--- src/rtl/int_lpc_ctrl.sv ---
// Per-frame sequencer: LSP interpolation, two LSP_to_Az passes and the Aq copies.
// Optional state update (LSP_NEW -> LSP_OLD) is built when INT_LPC_UPDATE_EN is defined.

module int_lpc_ctrl #(
    parameter logic [6:0] LSP_IN_ADDR  = 7'd0,
    parameter logic [6:0] AZ_OUT_ADDR  = 7'd64,
    parameter logic [6:0] LSP_OLD_ADDR = 7'd32,
    parameter logic [6:0] LSP_NEW_ADDR = 7'd48,
    parameter logic [6:0] AQ_ADDR      = 7'd96
) (
    input  logic        clock,
    input  logic        reset,
    input  logic        start,
    output logic        done,
    output logic        az_start,
    input  logic        az_done,
    input  logic [6:0]  az_mem_read_addr,
    input  logic [6:0]  az_mem_write_addr,
    input  logic [31:0] az_mem_out,
    input  logic        az_mem_write_en,
    output logic [31:0] az_mem_in,
    output logic [6:0]  scratch_mem_read_addr,
    output logic [6:0]  scratch_mem_write_addr,
    output logic [31:0] scratch_mem_out,
    output logic        scratch_mem_write_en,
    input  logic [31:0] scratch_mem_in,
    output logic [15:0] add_outa,
    output logic [15:0] add_outb,
    input  logic [15:0] add_in
);

    typedef enum logic [3:0] {
        S_IDLE, S_INTERP, S_AZ1_START, S_AZ1_WAIT, S_COPY1, S_LOAD,
        S_AZ2_START, S_AZ2_WAIT, S_COPY2, S_UPDATE, S_DONE
    } state_t;

    state_t      state_reg;
    logic [3:0]  index_reg;
    logic        phase_reg;
    logic [15:0] half_reg;
    logic        done_reg;
    logic        az_start_reg;

    logic [6:0]  idx7;
    logic        last_word;
    logic        last_coef;

    assign idx7      = {3'd0, index_reg};
    assign last_word = (index_reg == 4'd9);
    assign last_coef = (index_reg == 4'd10);

    assign done      = done_reg;
    assign az_start  = az_start_reg;
    assign az_mem_in = scratch_mem_in;

    always_ff @(posedge clock or negedge reset) begin
        if (!reset) begin
            state_reg    <= S_IDLE;
            index_reg    <= '0;
            phase_reg    <= 1'b0;
            half_reg     <= '0;
            done_reg     <= 1'b0;
            az_start_reg <= 1'b0;
        end else begin
            done_reg     <= 1'b0;
            az_start_reg <= 1'b0;
            case (state_reg)
                S_IDLE: begin
                    if (start) begin
                        state_reg <= S_INTERP;
                        index_reg <= '0;
                        phase_reg <= 1'b0;
                    end
                end
                // Phase A latches old/2; phase B sums it with new/2 and writes back.
                S_INTERP: begin
                    phase_reg <= ~phase_reg;
                    if (!phase_reg) begin
                        half_reg <= {scratch_mem_in[15], scratch_mem_in[15:1]};
                    end else if (last_word) begin
                        index_reg    <= '0;
                        state_reg    <= S_AZ1_START;
                        az_start_reg <= 1'b1;
                    end else begin
                        index_reg <= index_reg + 4'd1;
                    end
                end
                S_AZ1_START: state_reg <= S_AZ1_WAIT;
                S_AZ1_WAIT: begin
                    if (az_done) state_reg <= S_COPY1;
                end
                S_COPY1: begin
                    if (last_coef) begin
                        index_reg <= '0;
                        state_reg <= S_LOAD;
                    end else begin
                        index_reg <= index_reg + 4'd1;
                    end
                end
                S_LOAD: begin
                    if (last_word) begin
                        index_reg    <= '0;
                        state_reg    <= S_AZ2_START;
                        az_start_reg <= 1'b1;
                    end else begin
                        index_reg <= index_reg + 4'd1;
                    end
                end
                S_AZ2_START: state_reg <= S_AZ2_WAIT;
                S_AZ2_WAIT: begin
                    if (az_done) state_reg <= S_COPY2;
                end
                S_COPY2: begin
                    if (last_coef) begin
                        index_reg <= '0;
`ifdef INT_LPC_UPDATE_EN
                        state_reg <= S_UPDATE;
`else
                        state_reg <= S_DONE;
                        done_reg  <= 1'b1;
`endif
                    end else begin
                        index_reg <= index_reg + 4'd1;
                    end
                end
`ifdef INT_LPC_UPDATE_EN
                S_UPDATE: begin
                    if (last_word) begin
                        index_reg <= '0;
                        state_reg <= S_DONE;
                        done_reg  <= 1'b1;
                    end else begin
                        index_reg <= index_reg + 4'd1;
                    end
                end
`endif
                S_DONE:  state_reg <= S_IDLE;
                default: state_reg <= S_IDLE;
            endcase
        end
    end

    // Memory port: LSP_to_Az owns it only while we wait on it.
    always_comb begin
        scratch_mem_read_addr  = '0;
        scratch_mem_write_addr = '0;
        scratch_mem_out        = '0;
        scratch_mem_write_en   = 1'b0;
        add_outa               = '0;
        add_outb               = '0;
        case (state_reg)
            S_AZ1_WAIT, S_AZ2_WAIT: begin
                scratch_mem_read_addr  = az_mem_read_addr;
                scratch_mem_write_addr = az_mem_write_addr;
                scratch_mem_out        = az_mem_out;
                scratch_mem_write_en   = az_mem_write_en;
            end
            S_INTERP: begin
                if (!phase_reg) begin
                    scratch_mem_read_addr = LSP_OLD_ADDR + idx7;
                end else begin
                    scratch_mem_read_addr  = LSP_NEW_ADDR + idx7;
                    add_outa               = half_reg;
                    add_outb               = {scratch_mem_in[15], scratch_mem_in[15:1]};
                    scratch_mem_write_addr = LSP_IN_ADDR + idx7;
                    scratch_mem_out        = {{16{add_in[15]}}, add_in};
                    scratch_mem_write_en   = 1'b1;
                end
            end
            S_COPY1: begin
                scratch_mem_read_addr  = AZ_OUT_ADDR + idx7;
                scratch_mem_write_addr = AQ_ADDR + idx7;
                scratch_mem_out        = scratch_mem_in;
                scratch_mem_write_en   = 1'b1;
            end
            S_LOAD: begin
                scratch_mem_read_addr  = LSP_NEW_ADDR + idx7;
                scratch_mem_write_addr = LSP_IN_ADDR + idx7;
                scratch_mem_out        = scratch_mem_in;
                scratch_mem_write_en   = 1'b1;
            end
            S_COPY2: begin
                scratch_mem_read_addr  = AZ_OUT_ADDR + idx7;
                scratch_mem_write_addr = AQ_ADDR + 7'd11 + idx7;
                scratch_mem_out        = scratch_mem_in;
                scratch_mem_write_en   = 1'b1;
            end
            S_UPDATE: begin
                scratch_mem_read_addr  = LSP_NEW_ADDR + idx7;
                scratch_mem_write_addr = LSP_OLD_ADDR + idx7;
                scratch_mem_out        = scratch_mem_in;
                scratch_mem_write_en   = 1'b1;
            end
            default: ;
        endcase
    end

endmodule

--- config.mk ---
export PLATFORM = sky130hd
export DESIGN_NAME = int_lpc_ctrl
export DESIGN_NICKNAME = d
export VERILOG_FILES = /design/src/rtl/int_lpc_ctrl.sv
export SDC_FILE = /design/constraint.sdc
export NUM_CORES = 1
export LEC_CHECK = 0
export BUFFER_PORTS_ARGS = -buffer_cell sky130_fd_sc_hd__buf_2
export CORE_MARGIN = 4
export CORE_UTILIZATION = 37
export CTS_BUF_LIST = sky130_fd_sc_hd__clkbuf_2 sky130_fd_sc_hd__clkbuf_4 sky130_fd_sc_hd__clkbuf_8
export DETAILED_ROUTE_END_ITERATION = 8
export GPL_ROUTABILITY_DRIVEN = 0
export PLACE_DENSITY = 0.83
export SLEW_MARGIN = 30
export SYNTH_ARGS = -nofsm -noshare
export SYNTH_HDL_FRONTEND = slang
export SYNTH_SLANG_ARGS = --single-unit
--- constraint.sdc ---
create_clock -name clock -period 2.9 [get_ports clock]
set_input_delay 0.29 -clock clock [delete_from_list [all_inputs] [get_ports clock]]
set_output_delay 0.29 -clock clock [all_outputs]
set_load 0.005 [all_outputs]
---- Word-level counts from Yosys, hierarchy flattened ----
Cells that the tools add are included.
word-level totals
  register bits ........................... 26
  input port bits ......................... 99
  output and inout bits ................... 113
cells by class
  add/subtract/negate cells ............... 6
  eq/ne operators ......................... 19
  multiplexer cells ....................... 33
  bitwise logic cells ..................... 1
  reductions and logical operators ........ 11
operators by type and width
  kind                                                  count
  case mux 32 bit (3 select lines)                      1
  two-way mux 16 bit                                    4
  two-way mux 4 bit                                     13
  case mux 7 bit (6 select lines)                       1
  case mux 4 bit (9 select lines)                       1
  two-way mux 32 bit                                    1
  case mux 7 bit (4 select lines)                       1
  equality test 4 x 3 -> 1 bit (second input constant)  4
  equality test 4 bit (second input constant)           4
  inequality test 2 bit (second input constant)         8
  case mux 4 bit (4 select lines)                       1
  adder 6 x 4 -> 7 bit (first input constant)           2
  adder 6 x 5 -> 7 bit (first input constant)           2
  equality test 4 x 2 -> 1 bit (second input constant)  2
  AND reduction 8 bit                                   1
  adder 7 x 4 -> 7 bit (first input constant)           1
  two-way mux 7 bit                                     1
  two-way mux 1 bit                                     6
  OR reduction 2 bit                                    3
  adder 4 x 1 -> 4 bit (second input constant)          1
  equality test 4 x 1 -> 1 bit (second input constant)  1
  logical NOT 4 bit                                     1
  case mux 1 bit (2 select lines)                       2
  AND reduction 2 bit                                   2
  other kinds (6)                                       6

---- Logic depth before layout (Yosys ltp) ----
Gate-level depths: netlist of the first run.
  word-level depth ........................ 4
  depth in mapped cells ................... 8
  gate-level depth less buffers ........... 6

---- Least setup slack after synthesis of the first run ----
Ideal clock, no wire load.
  path kind ............................... reg2reg
  from .................................... register index_reg[0]
  to ...................................... register state_reg[0]
  library setup time ...................... 0.125 ns
  data arrival time ....................... 1.647 ns
  data required time ...................... 2.775 ns
  path slack .............................. 1.129 ns
  cell stages (with the launch flop) ...... 7
  buffers on the path ..................... 0
  cell sequence ........................... dfrtp_1 -> inv_1 -> ha_1 -> nand3b_1 -> a32o_2 -> or2_1 -> mux2_2
on the way
  longest elaborated chain between the ends .. 3
  elaborated cells on any way between the ends .. 7
  those cells by class .................... 6 x eq/ne; 1 x reduce/logical
RTL lines
  item                                    line    text
  start: declaration                      38      logic [3:0] index_reg;
  start signal: assignment                85      index_reg <= index_reg + 4'd1;
  start signal: assignment                97      index_reg <= index_reg + 4'd1;
  start signal: assignment                106     index_reg <= index_reg + 4'd1;
  equality test 4 bit (on tied branches)  50, 49
  inequality test 2 bit (no source line)  n/a
  AND reduction 8 bit (no source line) *  n/a
  end signal: assignment                  58      state_reg <= S_IDLE;
  end signal: assignment                  70      state_reg <= S_INTERP;
  end signal: assignment                  82      state_reg <= S_AZ1_START;
  end: declaration                        37      state_t state_reg;
Mark *: on every way between the ends. The rest lies on a longest branch, timed or not.
A chain may end at the register's enable or synchronous reset.

---- Worst setup path after layout of the first run ----
  from .................................... register state_reg[2]
  to ...................................... output scratch_mem_out[31]
on the way
  longest elaborated chain between the ends .. 3
  elaborated cells on any way between the ends .. 10
  those cells by class .................... 7 x eq/ne; 1 x mux; 2 x reduce/logical
RTL lines
  item                                                                              line  text
  equality test 4 bit (tied with other cells)                                       151   case (state_reg)
  OR reduction 4 bit (no source line) / OR reduction 2 bit (equally long branches)  n/a
  case mux 32 bit (3 select lines) *                                                151
  end: declaration                                                                  24    output logic [31:0] scratch_mem_out,
Marks and branches as above.

==> qor.txt, run 1 <==
Worst Reg-to-Reg Cells: 3
Syn_area_per_cell: 8.35 sq um
Syn Nets: 405
ANT cells: 0
Vias in the first global route: 2,745
Final Routed Wirelength: 9020 microns
Seq/Total Area, Yosys: 25.8%
TritonRoute pass-1 iters: 9
Commonest non-fill, non-tap cell in the layout: buf_2
CTS Root Cell: clkbuf_8
Port Buffers: 211
Pwr dens: 864 nW/um^2
Drt wl/cell: 16.6 microns
Xor and xnor area share after synthesis: 0.694%
Final period util: 89.5%
CTS Buffer Depth: 2
Cells after Synth: 302
MaxCap Viol Count: 0
Post-synth top area cell: dfrtp_1
Met2 wire length: 4800 microns
Main synth FF type: dfrtp_1
Skew final: 3.64 ps
Synth unique cells: 44
Dpl hpwl: 7260 microns
HP Class: primary input to asynchronous set/reset pin
Post-synthesis mux area share: 8.33%
Die area: 8200 sq um
Max_slew headroom: 48.4%
Area delta synth->final: 34.9%
Hold Fails Final Rpt: 0
Largest net degree at the start of global routing: 46
Post-synth EDFFs: 0
First-pass GRT wire length: 13,800 microns
Met3 routed WL: 856 microns
Num CTS Buffers: 3
Post-synthesis adder-cell area fraction: 1.98%
Fill cells: 624
# setup viols final: 0
Largest family of logic cells by synthesized area: compound AO/OA/AOI/OAI gates
CP Capture Type: output port
Top cell type's share of synthesized area: 25.8%
Share of layout cells above drive strength 1: 52.3%
Post-Synth Simple-Gate Area: 17.5%
Vias: 2,959
Crit path max fanout: 18
Fmax: 0.385 GHz
Setup_tns: 0 ps
Slew Viols, Final: 0
Outcome: complete, no violations
DRC Markers: 0
Top sig layer: met4
Ys async rst share: 100%
Worst skew pair latency: 270 ps
Initial core utilization: 38.8%
Worst slew pin tran: 775 ps
Rows: 29
Critical path type: flop to output port
Die height: 90.6 microns
Fin nets: 569
Boundary pin count: 212
Power, Total: 2.94 mW
Post-CTS setup buffer count: 0
Req. time, crit path: 2610 ps
Vias per Instance: 5.46
Initial antenna violation count: 0
CTS Hold Buffers Added: 0
Clk sinks: 26
DRT iter0 DRCs: 179
M1 WL: 3280 microns
RSZ-0062 raised after global routing: no
Startpoint types: flop
#FFs+latches synth: 26
Compound-Gate Fraction of Synth Area: 26.2%
Max H-tree Level: 1
CTS tree: yes
Gr usage total: 20.2%
Most frequent cells in the layout: buf_2, and2_1, inv_1, dfrtp_1, a221o_1
Syn Std Cell Area: 2520 sq um
DIE WIDTH: 90.6 microns
Max IR drop VDD: 389 uV
Detail Route Antenna Nets: 0
Ys Warns: 0
Post-route minimum period: 2600 ps
Lkg Pwr: 1.97 nW
Top cells by area, synth: dfrtp_1, buf_4, and2_1, a221o_1, mux2_2
Clk slew on worst S/H paths: 90 ps
Post-CTS sizing: 0
CP arrival: 2310 ps
Core area: 6490 sq um
Max reg flops: 15
GRT overflow: 0
critical path, cell delays in order, from the launching register on:
cell     delay (ps)
dfrtp_1         670
xnor2_1         160
nor2_2          560
buf_4           340
a221o_1         170
buf_2           130
cell families (layout without fill, tap and decap cells):
kind of cell    after synthesis  after routing
mux                          19             19
buf+inv                      84            247
flops                        26             26
xor+xnor                      2              2
simple gates                 81             81
compound gates               86             86
fa+ha+maj                     4              4
final cells by class:
class	instances	area [sq um]	share of cell area [%]
tap	77	96.3	2.83
sequential	26	651	19.1
multi-input combinational	192	1390	40.7
clock buffer	3	41.3	1.21
inverter	26	97.6	2.87
timing repair buffer	217	1100	32.4
clock inverter	1	30.0	0.882
metal layers:
metal / up-vias / GRT usage, %
li1: 1386 / -
met3: 8 / 3.00
met4: 0 / 3.95
met2: 164 / 37.3
met1: 1401 / 24.6
met5: - / 0
synth_stat cells, types with 2 or more instances:
master	count
a21o_1	4
a21oi_1	14
a221o_1	19
a221oi_1	2
a222oi_1	15
and2_1	31
and3_1	2
buf_2	8
buf_4	36
buf_6	4
clkbuf_1	9
dfrtp_1	26
ha_1	4
inv_1	26
mux2_2	16
mux2i_1	3
nand2_1	14
nand3b_1	3
nor2_1	15
nor2b_1	2
nor3_1	6
o21a_1	2
o21ai_0	17
o22ai_1	3
o2bb2ai_1	2
final timing paths:
check	start	end	slack (ps)
min in group clock	scratch_mem_in[9]	half_reg[8]$_DFFE_PN0P_	290
max in group asynchronous	reset	phase_reg$_DFFE_PN0P_	2480
worst max-delay path	state_reg[2]$_DFFE_PN0P_	scratch_mem_out[31]	300
worst min register to register	half_reg[8]$_DFFE_PN0P_	half_reg[8]$_DFFE_PN0P_	500
worst max register to register	state_reg[1]$_DFFE_PN0P_	half_reg[0]$_DFFE_PN0P_	720
worst min-delay path	reset	index_reg[3]$_DFFE_PN0P_	20
where the power goes:
group | internal, mW | leakage [nW] | switching (mW) | total, mW
Clock | 0.185 | 0.0357 | 0.116 | 0.300
Sequential | 0.514 | 0.321 | 0.179 | 0.693
Combinational | 0.948 | 1.61 | 1.00 | 1.95
per-stage QoR:
stage	area, sq um	std cells	hold slack (ps)	setup WS (ps)	utilization [%]
2_1_floorplan	2520	302	-5.59	1130	-
3_3_place_gp	3330	538	346	684	51.3
3_5_place_dp	3330	538	343	615	51.3
4_1_cts	3400	542	42.7	284	52.4
5_1_grt	3400	542	66.1	130	52.4
6_report	3400	542	20.9	305	52.4
Note: power is estimated with default switching activity, not from simulation.
==> run 2: changes to the inputs <==
==> constraint.sdc (replaced) <==
create_clock -name clock -period 2.6 [get_ports clock]
set_input_delay 0.26 -clock clock [delete_from_list [all_inputs] [get_ports clock]]
set_output_delay 0.26 -clock clock [all_outputs]
set_load 0.005 [all_outputs]
==> run 2 against run 1 <==
Against the previous run:
- register-to-register slack worse by 170 ps
- clock skew rose by 3.0 ps
- largest power group unchanged
- clock power grew 12%
- combinational power is 15% higher
- sequential share of layout area fell by 0.17 points
- final area up 0.88%
- die area stayed put
- utilization increased by 0.46 points
- the flow now finishes with violations (hold timing)
==> qor.txt, run 2 (synthesis gave the netlist of run 1 again) <==
Die area: 8200 sq um
CTS Root Cell: clkbuf_8
CP arrival: 2110 ps
MaxCap Viol Count: 0
CP max-delay cell: dfrtp_1
Share of layout cells above drive strength 1: 52.8%
Req. time, crit path: 2340 ps
Area delta synth->final: 36.1%
First-pass GRT wire length: 13,700 microns
Worst skew pair latency: 270 ps
CTS Buffer Depth: 2
Final period util: 91.3%
Max reg flops: 15
Outcome: finished with violations
Grt peak-use layer: met2
Drt wl/cell: 16.5 microns
Most frequent cells in the layout: buf_2, and2_1, inv_1, dfrtp_1, a221o_1
CTS tree: yes
Boundary pin count: 212
Hold Fails Final Rpt: 25
Core area: 6490 sq um
Lkg Pwr: 1.99 nW
Fin nets: 572
Rows: 29
Slew Viols, Final: 0
Pwr dens: 966 nW/um^2
DRC Markers: 0
Port Buffers: 211
Largest net degree at the start of global routing: 28
Max IR drop VDD: 619 uV
M1 GR Usage: 23.8%
Vias per Instance: 5.51
Max H-tree Level: 1
Worst stage delay on the critical path: 510 ps
Clk sinks: 26
TritonRoute pass-1 iters: 7
Gr usage total: 19.8%
RSZ-0062 raised after global routing: no
Fill cells: 609
ANT cells: 0
Commonest non-fill, non-tap cell in the layout: buf_2
Cell Chain, Critical Path: buf_4 > nor3b_4 > nand2_1 > o21ai_0 > a221o_1 > buf_2
GRT overflow: 0
Initial core utilization: 38.8%
# setup viols final: 0
DRT iter0 DRCs: 211
HP Class: primary input to asynchronous set/reset pin
Vias in the first global route: 2,666
Num CTS Buffers: 3
Setup_tns: 0 ps
Fmax: 0.421 GHz
Critical path type: flop to output port
Initial antenna violation count: 1
Clk slew on worst S/H paths: 100 ps
Hold Slack: -9.17 ps
CP Capture Type: output port
Crit path max fanout: 13
Final Routed Wirelength: 8980 microns
M3 GR Usage: 4.17%
Post-CTS setup buffer count: 0
Dpl hpwl: 7210 microns
Startpoint types: flop
GR Util met2: 35.0%
Post-route minimum period: 2370 ps
DIE WIDTH: 90.6 microns
Failing checks: hold timing
Die height: 90.6 microns
Max_slew headroom: 50.7%
Worst slew pin tran: 740 ps
Vias: 3,005
CTS Hold Buffers Added: 0
Skew final: 6.65 ps
Detail Route Antenna Nets: 0
run 2: repair_timing:
action / 4_1_cts / 5_1_grt
hold endpoints to repair: 0 / 0
gates resized for setup: 0 / 2
setup endpoints to repair: 0 / 6
run 2: through the flow:
step                      cell area [sq um]  setup WS (ps)  power, mW  util (%)  cells
after floorplan                        2520            829       2.15         -    302
after global placement                 3350            474       2.90      51.6    541
after detailed placement               3350            449       2.96      51.6    541
after CTS                              3430            151       3.31      52.7    545
after global routing                   3430           92.9       3.59      52.9    545
final                                  3430            226       3.32      52.9    545
run 2: power by group:
group	internal [mW]	switching (mW)	total, mW
Sequential	0.575	0.160	0.735
Clock	0.206	0.131	0.337
Combinational	1.08	1.17	2.25
Total	1.86	1.46	3.32
run 2: metal layers:
layer  up-vias  share of wire [%]
li1       1394                  -
met1      1410                 37
met2       176                 51
met3        23                9.4
met4         2                2.7
met5         -               0.14
run 2: final timing paths:
path	startpoint	end	slack [ps]	cells past startpoint
max	state_reg[1]$_DFFE_PN0P_	scratch_mem_write_addr[2]	230	6
min	reset	half_reg[10]$_DFFE_PN0P_	-9	1
max reg2reg	state_reg[1]$_DFFE_PN0P_	half_reg[6]$_DFFE_PN0P_	550	3
min reg2reg	half_reg[14]$_DFFE_PN0P_	half_reg[14]$_DFFE_PN0P_	500	1
max in group asynchronous	reset	half_reg[4]$_DFFE_PN0P_	2210	1
min in group clock	scratch_mem_in[10]	half_reg[9]$_DFFE_PN0P_	250	2
run 2: layout make-up:
class                           count  area, sq um  share of cell area (%)
Clock buffer                        3         41.3                    1.20
Clock inverter                      1         30.0                   0.875
Multi-Input combinational cell    192         1390                    40.6
Sequential cell                    26          651                    19.0
Tap cell                           77         96.3                    2.81
Inverter                           26         97.6                    2.84
Timing Repair Buffer              220         1120                    32.7
run 2: worst max-delay path: cells and delay by family, from the launching register on:
kind            cells  cell delay, ps
buf+inv             2             360
flops               1             510
simple gates        2             580
compound gates      2             400
==> run 3: changes to the inputs <==
--- a/config.mk
+++ b/config.mk
@@ -5,12 +5,13 @@
 export SDC_FILE = /design/constraint.sdc
 export NUM_CORES = 1
 export LEC_CHECK = 0
-export BUFFER_PORTS_ARGS = -buffer_cell sky130_fd_sc_hd__buf_2
+export BUFFER_PORTS_ARGS = -buffer_cell sky130_fd_sc_hd__buf_4
 export CORE_MARGIN = 4
 export CORE_UTILIZATION = 37
 export CTS_BUF_LIST = sky130_fd_sc_hd__clkbuf_2 sky130_fd_sc_hd__clkbuf_4 sky130_fd_sc_hd__clkbuf_8
 export DETAILED_ROUTE_END_ITERATION = 8
 export GPL_ROUTABILITY_DRIVEN = 0
+export MAX_ROUTING_LAYER = met4
 export PLACE_DENSITY = 0.83
 export SLEW_MARGIN = 30
 export SYNTH_ARGS = -nofsm -noshare
==> run 3 against run 2 <==
Against the previous run:
- the run now ends clean
- global-route usage is 2.6 points higher
- clock power about the same
- total power up 9.5%
- maximum frequency is 1.2% lower
- die area is the same
- sequential cell count did not move
- cell count up 0.37%
- largest cell class is now buffers
==> qor.txt, run 3 (synthesis gave the netlist of run 1 again) <==
CTS tree: yes
Rows: 29
CP arrival: 2140 ps
Fraction of power consumed by sequential logic: 20.2%
Dpl hpwl: 7850 microns
TritonRoute pass-1 iters: 8
Hold Fails Final Rpt: 0
Num CTS Buffers: 3
Dpl ws: 431 ps
Clk sinks: 26
Clk slew on worst S/H paths: 90 ps
Gate power share: 70.6%
Req. time, crit path: 2340 ps
Pwr dens: 914 nW/um^2
Worst skew pair latency: 270 ps
Layout Utilization: 61.2%
Core area: 6490 sq um
Final Routed Wirelength: 9700 microns
Sw power: 1.48 mW
Max IR drop VDD: 777 uV
Fmax: 0.416 GHz
First-pass GRT wire length: 14,900 microns
Vias in the first global route: 2,781
Boundary pin count: 212
Hold Slack: 250 ps
Share of layout cells above drive strength 1: 52.8%
Die area: 8200 sq um
R2R Setup Slk: 620 ps
Vias per Instance: 5.43
Max_slew headroom: 55.4%
Commonest non-fill, non-tap cell in the layout: buf_4
CP Capture Type: output port
HP Class: primary input to flop
Vias: 2,972
Port Buffers: 211
Crit path max fanout: 13
GRT overflow: 0
CTS Root Cell: clkbuf_8
Detail Route Antenna Nets: 0
DRT iter0 DRCs: 184
Reg area: 651 sq um
RSZ-0062 raised after global routing: no
Gr usage total: 22.4%
Cell Int Power: 2.15 mW
# setup viols final: 0
Clock share of power: 9.2%
Die height: 90.6 microns
Max H-tree Level: 1
Setup_tns: 0 ps
Outcome: complete, no violations
Lkg Pwr: 2.12 nW
DIE WIDTH: 90.6 microns
ANT cells: 0
Placed insts: 542
Area delta synth->final: 57.5%
Slew Viols, Final: 0
Net Sw Frac: 40.8%
MaxCap Viol Count: 0
Worst slew pin tran: 668 ps
Post-Layout Cell Count: 547
Fill cells: 569
Most frequent cells in the layout: buf_4, and2_1, inv_1, dfrtp_1, a221o_1
Final WS setup: 197 ps
Final period util: 92.4%
Critical path type: flop to output port
Largest net degree at the start of global routing: 32
Max reg flops: 15
DRC Markers: 0
Post-route minimum period: 2400 ps
CTS Buffer Depth: 2
Startpoint types: flop
Fin nets: 574
Drt wl/cell: 17.7 microns
Multi-input gate area: 1390 sq um
Initial antenna violation count: 0
Initial core utilization: 38.8%
Skew final: 3.20 ps
-- run 3: cell count changes in the layout (fill, tap and decap cells not counted) --
cell,before,now
dlygate4sd3_1,0,1
nor3b_2,0,1
nor3b_4,1,0
buf_2,211,0
buf_4,9,221
-- run 3: area by class of cell --
type / instances / share of cell area, %
clock buffers: 3 / 1.04
clock inverters: 1 / 0.756
inverters: 26 / 2.46
multi-input cells: 192 / 34.9
flip-flops and latches: 26 / 16.4
well taps: 77 / 2.43
repair buffers: 222 / 42.0
-- run 3: power by group through the flow --
stage	clock network (mW)	registers (mW)	logic, mW
2_1_floorplan	0	0.663	1.49
3_3_place_gp	0	0.727	2.51
3_5_place_dp	0	0.741	2.56
4_1_cts	0.350	0.732	2.57
5_1_grt	0.365	0.766	2.81
6_report	0.335	0.734	2.56
-- run 3: layer usage --
| layer | track usage (%) | wire length [microns] | vias to the layer above |
|---|---|---|---|
| met1 | 25.8 | 3540 | 1394 |
| met3 | 3.50 | 796 | 20 |
| met5 | - | 0 | - |
| met4 | 6.89 | 226 | 0 |
| li1 | - | - | 1394 |
| met2 | 39.8 | 5140 | 164 |
-- run 3: final timing paths --
check                                          from  cells past startpoint                   endpoint
max in group asynchronous                     reset                      2    half_reg[0]$_DFFE_PN0P_
hold reg to reg            half_reg[10]$_DFFE_PN0P_                      1   half_reg[10]$_DFFE_PN0P_
setup reg to reg           index_reg[0]$_DFFE_PN0P_                      6   state_reg[0]$_DFFE_PN0P_
setup / recovery           state_reg[1]$_DFFE_PN0P_                      6  scratch_mem_write_addr[2]
hold / removal                   scratch_mem_in[10]                      2    half_reg[9]$_DFFE_PN0P_
min in group asynchronous                     reset                      2   index_reg[1]$_DFFE_PN0P_
-- run 3: repair_timing --
item                                   CTS  global route
hold buffers                             1             0
resized for setup                        0             1
buffers inserted                         0             0
setup endpoints to repair                0            17
endpoints found under the hold margin   26             0
-- run 3: critical path, cell delays in order, from the launching register on --
cell     delay, ps
dfrtp_1        500
buf_4          240
nor3b_2        370
nand2_1        280
o21ai_0        220
a221o_1        160
buf_4          100
-- run 3: stage by stage --
stage	instance area (sq um)	total power [mW]
after global placement	3890	3.24
after floorplan	2520	2.15
after global routing	3970	3.94
after detailed placement	3890	3.30
final	3970	3.63
after CTS	3970	3.65
